File: src/rtl/time_display_driver.sv
// time_display_driver: converts coherent binary h:m:s snapshots to six active-low
// 7-segment digits using a free-running repeated-subtraction BCD converter.
// Optional feature macro: TIME_DISPLAY_BLINK_EN (blinks the field selected by sel_*).
module time_display_driver #(
    parameter int unsigned CLOCK_FREQ = 50_000_000,
    parameter int unsigned BLINK_HZ   = 2
) (
    input  logic       clk,
    input  logic       rst,
    input  logic [5:0] i_seconds,
    input  logic [5:0] i_minutes,
    input  logic [6:0] i_hours,
    input  logic       sel_seconds,
    input  logic       sel_minutes,
    input  logic       sel_hours,
    output logic [6:0] hex0,
    output logic [6:0] hex1,
    output logic [6:0] hex2,
    output logic [6:0] hex3,
    output logic [6:0] hex4,
    output logic [6:0] hex5,
    output logic       conv_busy,
    output logic       range_err
);

    typedef enum logic [2:0] {StIdle, StLoad, StDivS, StDivM, StDivH, StCommit} state_e;

    localparam logic [6:0] SEG_BLANK = 7'b1111111;
    localparam logic [6:0] SEG_DASH  = 7'b0111111;
    localparam int unsigned HALF     = CLOCK_FREQ / (2 * BLINK_HZ);

    function automatic logic [6:0] seg_encode(input logic [3:0] d);
        logic [6:0] s;
        case (d)
            4'd0:    s = 7'b1000000;
            4'd1:    s = 7'b1111001;
            4'd2:    s = 7'b0100100;
            4'd3:    s = 7'b0110000;
            4'd4:    s = 7'b0011001;
            4'd5:    s = 7'b0010010;
            4'd6:    s = 7'b0000010;
            4'd7:    s = 7'b1111000;
            4'd8:    s = 7'b0000000;
            4'd9:    s = 7'b0010000;
            default: s = SEG_BLANK;
        endcase
        return s;
    endfunction

    state_e     r_state;
    logic [5:0] r_rem_s, r_rem_m;
    logic [6:0] r_rem_h;
    logic [3:0] r_ten_s, r_ten_m, r_ten_h;
    logic       r_ill_s, r_ill_m, r_ill_h;
    // Committed snapshot: only ever written together in StCommit
    logic [3:0] r_sec_ones, r_sec_tens, r_min_ones, r_min_tens, r_hr_ones, r_hr_tens;
    logic       r_cill_s, r_cill_m, r_cill_h;
    logic       r_valid;
    logic       r_range_err, r_conv_busy;
    logic [6:0] r_hex0, r_hex1, r_hex2, r_hex3, r_hex4, r_hex5;
    logic [6:0] w_hex0, w_hex1, w_hex2, w_hex3, w_hex4, w_hex5;
    logic       w_blank_s, w_blank_m, w_blank_h;

    // Conversion FSM: snapshot, divide each field by repeated subtraction, commit
    always_ff @(posedge clk) begin
        if (rst) begin
            r_state     <= StIdle;
            r_conv_busy <= 1'b0;
            r_range_err <= 1'b0;
            r_valid     <= 1'b0;
            r_rem_s     <= '0;
            r_rem_m     <= '0;
            r_rem_h     <= '0;
            r_ten_s     <= '0;
            r_ten_m     <= '0;
            r_ten_h     <= '0;
            r_ill_s     <= 1'b0;
            r_ill_m     <= 1'b0;
            r_ill_h     <= 1'b0;
            r_sec_ones  <= '0;
            r_sec_tens  <= '0;
            r_min_ones  <= '0;
            r_min_tens  <= '0;
            r_hr_ones   <= '0;
            r_hr_tens   <= '0;
            r_cill_s    <= 1'b0;
            r_cill_m    <= 1'b0;
            r_cill_h    <= 1'b0;
        end else begin
            case (r_state)
                StIdle: begin
                    r_state     <= StLoad;
                    r_conv_busy <= 1'b1;
                end
                StLoad: begin
                    r_rem_s <= i_seconds;
                    r_rem_m <= i_minutes;
                    r_rem_h <= i_hours;
                    r_ten_s <= '0;
                    r_ten_m <= '0;
                    r_ten_h <= '0;
                    r_ill_s <= (i_seconds > 6'd59);
                    r_ill_m <= (i_minutes > 6'd59);
                    r_ill_h <= (i_hours > 7'd23);
                    r_state <= StDivS;
                end
                StDivS: begin
                    if (r_rem_s >= 6'd10) begin
                        r_rem_s <= r_rem_s - 6'd10;
                        r_ten_s <= r_ten_s + 4'd1;
                    end else begin
                        r_state <= StDivM;
                    end
                end
                StDivM: begin
                    if (r_rem_m >= 6'd10) begin
                        r_rem_m <= r_rem_m - 6'd10;
                        r_ten_m <= r_ten_m + 4'd1;
                    end else begin
                        r_state <= StDivH;
                    end
                end
                StDivH: begin
                    if (r_rem_h >= 7'd10) begin
                        r_rem_h <= r_rem_h - 7'd10;
                        r_ten_h <= r_ten_h + 4'd1;
                    end else begin
                        r_state     <= StCommit;
                        r_conv_busy <= 1'b0;
                    end
                end
                StCommit: begin
                    r_sec_ones  <= r_rem_s[3:0];
                    r_sec_tens  <= r_ten_s;
                    r_min_ones  <= r_rem_m[3:0];
                    r_min_tens  <= r_ten_m;
                    r_hr_ones   <= r_rem_h[3:0];
                    r_hr_tens   <= r_ten_h;
                    r_cill_s    <= r_ill_s;
                    r_cill_m    <= r_ill_m;
                    r_cill_h    <= r_ill_h;
                    r_range_err <= r_ill_s | r_ill_m | r_ill_h;
                    r_valid     <= 1'b1;
                    r_state     <= StLoad;
                    r_conv_busy <= 1'b1;
                end
                default: begin
                    r_state     <= StIdle;
                    r_conv_busy <= 1'b0;
                end
            endcase
        end
    end

`ifdef TIME_DISPLAY_BLINK_EN
    localparam int unsigned CW = (HALF > 1) ? $clog2(HALF) : 1;

    logic [CW-1:0] r_blink_cnt;
    logic          r_phase;

    // Blink phase generator: toggles every HALF cycles
    always_ff @(posedge clk) begin
        if (rst) begin
            r_blink_cnt <= '0;
            r_phase     <= 1'b0;
        end else if (r_blink_cnt == CW'(HALF - 1)) begin
            r_blink_cnt <= '0;
            r_phase     <= ~r_phase;
        end else begin
            r_blink_cnt <= r_blink_cnt + 1'b1;
        end
    end

    assign w_blank_s = sel_seconds & r_phase;
    assign w_blank_m = sel_minutes & r_phase;
    assign w_blank_h = sel_hours & r_phase;
`else
    logic w_unused_cfg;
    assign w_unused_cfg = ^{sel_seconds, sel_minutes, sel_hours, (HALF == 0)};
    assign w_blank_s    = 1'b0;
    assign w_blank_m    = 1'b0;
    assign w_blank_h    = 1'b0;
`endif

    // Segment decode of the committed snapshot; blanking overrides digits and dashes
    always_comb begin
        w_hex0 = SEG_BLANK;
        w_hex1 = SEG_BLANK;
        w_hex2 = SEG_BLANK;
        w_hex3 = SEG_BLANK;
        w_hex4 = SEG_BLANK;
        w_hex5 = SEG_BLANK;
        if (r_valid) begin
            w_hex0 = r_cill_s ? SEG_DASH : seg_encode(r_sec_ones);
            w_hex1 = r_cill_s ? SEG_DASH : seg_encode(r_sec_tens);
            w_hex2 = r_cill_m ? SEG_DASH : seg_encode(r_min_ones);
            w_hex3 = r_cill_m ? SEG_DASH : seg_encode(r_min_tens);
            w_hex4 = r_cill_h ? SEG_DASH : seg_encode(r_hr_ones);
            w_hex5 = r_cill_h ? SEG_DASH : seg_encode(r_hr_tens);
        end
        if (w_blank_s) begin
            w_hex0 = SEG_BLANK;
            w_hex1 = SEG_BLANK;
        end
        if (w_blank_m) begin
            w_hex2 = SEG_BLANK;
            w_hex3 = SEG_BLANK;
        end
        if (w_blank_h) begin
            w_hex4 = SEG_BLANK;
            w_hex5 = SEG_BLANK;
        end
    end

    // Registered segment outputs
    always_ff @(posedge clk) begin
        if (rst) begin
            r_hex0 <= SEG_BLANK;
            r_hex1 <= SEG_BLANK;
            r_hex2 <= SEG_BLANK;
            r_hex3 <= SEG_BLANK;
            r_hex4 <= SEG_BLANK;
            r_hex5 <= SEG_BLANK;
        end else begin
            r_hex0 <= w_hex0;
            r_hex1 <= w_hex1;
            r_hex2 <= w_hex2;
            r_hex3 <= w_hex3;
            r_hex4 <= w_hex4;
            r_hex5 <= w_hex5;
        end
    end

    assign hex0      = r_hex0;
    assign hex1      = r_hex1;
    assign hex2      = r_hex2;
    assign hex3      = r_hex3;
    assign hex4      = r_hex4;
    assign hex5      = r_hex5;
    assign conv_busy = r_conv_busy;
    assign range_err = r_range_err;

endmodule
File: config.mk
export PLATFORM = sky130hd
export DESIGN_NAME = time_display_driver
export DESIGN_NICKNAME = d
export VERILOG_FILES = /design/src/rtl/time_display_driver.sv
export SDC_FILE = /design/constraint.sdc
export NUM_CORES = 1
export LEC_CHECK = 0
export ABC_AREA = 1
export CAP_MARGIN = 20
export CORE_ASPECT_RATIO = 0.5
export CORE_UTILIZATION = 45
export CTS_BUF_LIST = sky130_fd_sc_hd__clkbuf_2
export DETAILED_ROUTE_END_ITERATION = 16
export HOLD_SLACK_MARGIN = 0.15
export MAX_ROUTING_LAYER = met4
export PLACE_DENSITY = 0.78
export SLEW_MARGIN = 20
export SYNTH_ARGS = -nofsm -noshare
export SYNTH_HDL_FRONTEND = slang
export SYNTH_SLANG_ARGS = --single-unit
File: constraint.sdc
create_clock -name clk -period 4.2 [get_ports clk]
set_clock_uncertainty 0.05 [all_clocks]
set_input_delay 0.63 -clock clk [delete_from_list [all_inputs] [get_ports clk]]
set_output_delay 0.63 -clock clk [all_outputs]
set_load 0.03 [all_outputs]
==> results by stage <==
Run status:
- The run finished with clean final reports.

Timing:
- The accumulated negative setup slack is 0 ns.
- The max-slew violation count is 0.
- The number of hold violations in the final report is 0.
- Setup repair after global routing left no endpoint under its margin.
- The final-report setup violation count is 0.
- The transition time of the tightest slew-check pin is between 0.7 and 0.8 ns.
- The max-slew headroom at the worst pin is 0.502.
- The period utilization is 0.655.
- The maximum operating frequency is 364 MHz.
- The smallest clock period supported by the final layout is computed as ~2.8 ns.

Clock network:
- Buffers added to address setup during post-CTS repair amount to 0.
- The number of buffers inserted during clock tree synthesis is 17.
- After clock tree synthesis, the clock-pin slew on the worst setup and hold paths is roughly 0.21 ns.
- The hold buffer count at CTS is 0.
- The number of levels the H-tree was split into is 4.
- In this run, post-CTS repair resized a total of 0 instances.
- The clock insertion delay at the later pin of the skew report is 0.69 ns.
- The longest clock path from root to sink contains 2 buffers.
- The cell chosen for the clock root is sky130_fd_sc_hd__clkbuf_2.
- TritonCTS built the clock tree.
- The clock net in this run drives a total of 151 sinks.

Drt:
- The iteration-0 DRC count of the detailed router is 357.
- The post-route DRC violation count is 0.
- For this block, the via count after detailed routing is a little over 5,000.
- The first-pass detailed-route iteration total is 4.
- The via density per instance is 4.58.
- Wires add up to around 12,000 µm.
- The post-route antenna net violation count is 0.
- The routed wire length per instance is 10.8 µm.

Layout:
- The net total in the final layout is 972.
- The share of layout cells above drive strength 1 is 0.0768.
- For this run, the share of the core covered by cells in the final layout is 0.542.
- Compared with the post-synthesis result, the final layout area differs by 16.3%.
- The number of antenna diodes in the final layout is 0.
- The final cell count without fillers is 1,116.
- With fillers left out, the area of the finished cells amounts to 7410 µm².

Synth:
- The most used flip-flop cell after synthesis is sky130_fd_sc_hd__dfxtp_1.
- The commonest cells after synthesis are sky130_fd_sc_hd__nand2_1 (205), sky130_fd_sc_hd__dfxtp_1 (151), sky130_fd_sc_hd__inv_1 (133), sky130_fd_sc_hd__nor2_1 (106), sky130_fd_sc_hd__o21ai_0 (72).
- By area the synthesized netlist is led by sky130_fd_sc_hd__dfxtp_1 (47%), sky130_fd_sc_hd__nand2_1 (12%), sky130_fd_sc_hd__inv_1 (7.8%).
- For this run, the number of Yosys warnings is 0.
- In this run the cell area of the synthesized design comes to 6370 µm².
- The cell accounting for the most synthesized area is sky130_fd_sc_hd__dfxtp_1.
- Of the synthesized area, sequential elements account for 0.474.
- The number of enable-type register cells in the synthesized netlist is 0.
- The most numerous cell in the Yosys netlist is sky130_fd_sc_hd__nand2_1.
- The share of synthesized area in the top cell type comes to 0.474.
- For this run, asynchronously set or reset flops after synthesis account for 0.
- Synthesis produced 845 cells.
- Synthesis produced a netlist with a net count of 905.
- The count of different cell masters after synthesis is 27.
- Averaged over all synthesized cells, the footprint is approximately 7.5 µm².
- Synthesis inferred about 150 register bits.

Floorplan:
- The floorplan step set the die width to about 170 µm.
- The floorplan die height is 86.1 µm.
- The initialized floorplan defines 30 standard-cell rows.
- The area of the placeable core is 13,700 µm².
- In this run the count of I/O pins placed on the die edge is 68.
- For this configuration, the core starts out at a cell density of 0.466.
- The die covers approximately 15,000 µm².

Critical path:
- STA classifies the critical path endpoint as a register.
- STA puts the critical path data arrival time at about 3.3 ns.
- The endpoint required time on the critical path is 4.74 ns.
- The kind of start point of the critical path is a register.
- The start point of the critical path is r_state[1].
- The worst setup path is of the reg -> reg kind.
- In this run the worst path has a maximum fanout of 45.
- The launch point of the worst reg-to-reg path is r_state[1].

Placed design:
- The post-detailed-placement half-perimeter wirelength is 8520 µm.
- The cell total after placement is approximately 1,100.
- At the end of routability-driven placement, the weighted congestion stood at between 0.8 and 0.9.
- The placed instances occupy a cell area of around 7200 µm².
- Port buffering added 64 buffers.

Flow run:
- The number of max-cap violations is 0.

Pwr:
- Power spread over the standard cell area amounts to 507 nW/µm².
- The static power due to leakage is 3.54 nW.
- The total power after layout is roughly 3.8 mW.
- The peak ir drop on the vdd network is 0.201 mV.

Global route:
- The global route total overflow is 0.
- The first global-routing pass estimated 20,300 µm of wire.
- The maximum number of pins on one net before global-route repair is between 40 and 50.
- The all-layer global routing usage is 0.179.
- The number of antenna violations at the first check in global routing is 0.
- The number of global-route vias before repair is 4,619.

Hold path:
- The worst hold path belongs to the class reg -> reg.
cells in the final DEF (no fill, tap or decap), drive strengths merged, types with 17 or more instances in the layout:
master / count
nand2: 214
clkdlybuf4s50: 64
or2: 18
nand3: 52
inv: 135
clkbuf: 19
dfxtp: 151
o21ai: 83
nor2: 107
ha: 36
a21oi: 17
power breakdown:
part / internal, mW / switching (mW) / leakage [nW]
Sequential: 1.66 / 0.156 / 1.23
Combinational: 0.387 / 0.709 / 2.17
Clock: 0.333 / 0.507 / 0.146
worst max-delay path: stages, from the launching register on:
cell	delay [ns]
sky130_fd_sc_hd__dfxtp_1	0.35
sky130_fd_sc_hd__inv_1	0.25
sky130_fd_sc_hd__nand3_4	0.46
sky130_fd_sc_hd__inv_1	0.54
sky130_fd_sc_hd__nand2_1	0.10
sky130_fd_sc_hd__nand3_1	0.22
sky130_fd_sc_hd__inv_1	0.11
sky130_fd_sc_hd__ha_1	0.19
sky130_fd_sc_hd__or2_1	0.25
sky130_fd_sc_hd__nand3_1	0.08
sky130_fd_sc_hd__nand2_1	0.05
routing by layer:
metal,part of all wire,GRT usage,vias up
met2,0.46,0.290,84
met1,0.48,0.217,2277
met5,0,-,-
met3,0.042,0.0406,21
met4,0.015,0.0721,0
li1,-,-,2730
through the flow:
stage                     worst slack [ns]  hold WS, ns
after floorplan                       2.01        0.337
after global placement                1.21        0.343
after detailed placement              1.12        0.343
after CTS                             1.38        0.361
after global routing                  1.18        0.389
final                                 1.45        0.357
worst paths after layout:
check,endpoint,slack [ns],depth (start not counted)
worst min-delay path,hex1[4],0.36,2
worst max register to register,register,1.45,10
worst min register to register,hex1[4],0.36,2
worst max-delay path,register,1.45,10
logic make-up (layout without fill, tap and decap cells):
| family | count (synthesis) | in the layout | share of synthesized area |
|---|---|---|---|
| DFF | 151 | 151 | 0.474 |
| AOI/OAI and AO/OA | 103 | 103 | 0.0866 |
| buffers and inverters | 154 | 233 | 0.0984 |
| and+or+nand+nor | 397 | 397 | 0.264 |
| xor gates and xnor gates | 4 | 4 | 0.00550 |
| adders and majority gates | 36 | 36 | 0.0707 |
cell type report:
class	count	area, µm²
Inverter	134	503
Timing Repair Buffer	68	671
Multi-Input combinational cell	540	2720
Clock inverter	12	154
Sequential cell	151	3020
Fill cell	1301	6260
Clock buffer	19	95.1
Tap cell	192	240
No activity file was read; power rests on OpenSTA's default activity.
==> patch, RTL diff (same settings) <==
Encoding of `state_e`: now one-hot (6 bits for 6 states).
--- a/src/rtl/time_display_driver.sv
+++ b/src/rtl/time_display_driver.sv
@@ -23,7 +23,7 @@
     output logic       range_err
 );
 
-    typedef enum logic [2:0] {StIdle, StLoad, StDivS, StDivM, StDivH, StCommit} state_e;
+    typedef enum logic [5:0] {StIdle = 6'b000001, StLoad = 6'b000010, StDivS = 6'b000100, StDivM = 6'b001000, StDivH = 6'b010000, StCommit = 6'b100000} state_e;
 
     localparam logic [6:0] SEG_BLANK = 7'b1111111;
     localparam logic [6:0] SEG_DASH  = 7'b0111111;
Behaviour: no difference found for any inputs over 10 cycles, from zero or initial values and one cycle with rst high; not proved beyond that.
==> patch against the unedited design <==
- hold slack worse by 8.1 ps
- area after synthesis increased by 6.5%
- worst setup slack better by 44 ps
- die area up 6.4%
- routed wire length is 13% higher
- sequential cell count up 3
- cell area up 4.9%
- fmax is 1.6% higher
- global-route usage grew 0.65 points
- via count grew 7.9%
- utilization down 0.93 points
Power is not compared: it rests on default switching activity, and its combinational part moved more than twofold at a synthesized area within 25%.
==> patch: results (changes against the unedited design) <==
Routed WL per cell 11.61 um (+7.9%); via/cell ratio 4.710 (+2.8%); Net Count, Synth 959 (+6.0%); htree depth 4 (unchanged); detailed placer's ending HPWL 9816 um (+15%); Clock Latency Late Sink 710 ps (+20 ps); share of cells above drive strength 1 9.053% (+1.4 points); Main synth FF type dfxtp_1; Hold Crit Depth 2 (unchanged); Post-synth top cells 217 x nand2_1, 154 x dfxtp_1, 150 x inv_1; DR iter-0 viols 315 (-12%); Worst R2R Path Depth 11 (+1); internal reg-to-reg setup slack 1490 ps (+40 ps); Inst Count DP 1138 (+4.9%); Synth warnings 0 (unchanged); P_leak 3.916 nW; Gate Count Post-Synth 899 (+6.4%); Hold Path End hex2[1]$_SDFF_PP1_; antenna violations before repair 1 (+1); TritonRoute pass-1 iters 6 (+2); root buffer cell clkbuf_2; CTS Buf Count 17 (unchanged); internal power about 1.8 mW; total wire length 13590 um (+13%); Worst R2R Start r_state[5]$_SDFFE_PP0P_; largest net degree at the start of global routing 48 (+4.3%); Max VDD drop around 150 uV; synth top area cells dfxtp_1 45%, nand2_1 12%, inv_1 8.3%, ha_1 6.6%, nand3_1 6.3%; Distinct cells, synth 32 (+19%); first-pass GRT wire length 22120 um (+8.8%); worst-path fanout max 42 (-6.7%); WP data arrival 3280 ps (about the same); CTS resizes 0 (unchanged); vias in the first global route 4717 (+2.1%); port bufs 64 (unchanged); Post-layout nets 1019 (+4.8%); RD Place Congestion 0.8621 (-3.3%); max_slew headroom 35.21% (-15 points); Total GRT Usage 18.56% (+0.65 points); Hold WC Path Type flop to flop; Post-CTS Setup Inserts 0 (unchanged); status completed; sequential area share after synthesis 45.44% (-2.0 points); Hold WS 349.2 ps (-8.135 ps); Clock Path Buffers 2 (unchanged); Async S/R FF share, synth 0% (unchanged); Clock transition at path regs 240 ps (+30 ps)
==> patch: worst max-delay path by stage <==
stage	startpoint	cells past startpoint	endpoint
6_report	r_state[5]$_SDFFE_PP0P_	11	flop
5_1_grt	r_state[5]$_SDFFE_PP0P_	10	flop
4_1_cts	r_state[5]$_SDFFE_PP0P_	11	flop
3_5_place_dp	rst	8	flop
3_3_place_gp	rst	8	flop
2_1_floorplan	rst	9	flop
==> patch: critical path, stage by stage, from the launching register on <==
cell	delay (ps)
dfxtp_1	420
inv_2	60
nor2_4	320
nand3_4	510
nand2_1	220
nand2_1	90
nor2_1	270
ha_1	290
inv_1	50
nand4_1	140
nand3_1	120
nand2_1	50
==> patch: layout make-up <==
class | count | area [sq um]
Fill cell | 1380 | 6813
Tap cell | 198 | 247.7
Timing Repair Buffer | 68 | 670.6
Sequential cell | 154 | 3083
Antenna cell | 1 | 2.502
Clock inverter | 14 | 146.4
Clock buffer | 18 | 90.09
Multi-Input combinational cell | 558 | 2930
Inverter | 160 | 600.6
==> patch: kinds of logic (layout without fill, tap and decap cells) <==
logic type | after synthesis | count (layout) | synth area share (%)
buffers and inverters | 187 | 260 | 11.36
AO/OA/AOI/OAI | 71 | 71 | 5.736
flip-flops | 154 | 154 | 45.44
AND/OR/NAND/NOR | 447 | 447 | 30.30
XOR/XNOR | 4 | 4 | 0.5165
adder cells (fa/ha/maj) | 36 | 36 | 6.640
other | 0 | 1 | 0
==> patch: power by group through the flow <==
| stage | combinational (mW) | sequential [mW] | clock [mW] |
|---|---|---|---|
| after floorplan | 0.125 | 1.54 | 0 |
| after global placement | 0.168 | 1.54 | 0 |
| after detailed placement | 0.173 | 1.54 | 0 |
| after CTS | 0.174 | 1.51 | 0.831 |
| after global routing | 0.200 | 1.52 | 0.896 |
| final | 0.174 | 1.51 | 0.814 |
==> patch: layer usage <==
layer / track usage [%] / share of wire, %
met1: 25.40 / 51
met2: 26.95 / 42
met3: 5.155 / 5.9
met4: 4.348 / 0.82
met5: - / 0
==> patch: through the flow <==
step / setup WS [ps] / util (%) / instance area [sq um] / power [mW]
floorplan: 2206 / - / 6784 / 1.662
global placement: 1212 / 51.65 / 7532 / 1.710
CTS: 1520 / 53.27 / 7769 / 2.520
global route: 1248 / 53.29 / 7771 / 2.614
detailed placement: 1165 / 51.65 / 7532 / 1.716
finish: 1494 / 53.29 / 7771 / 2.503
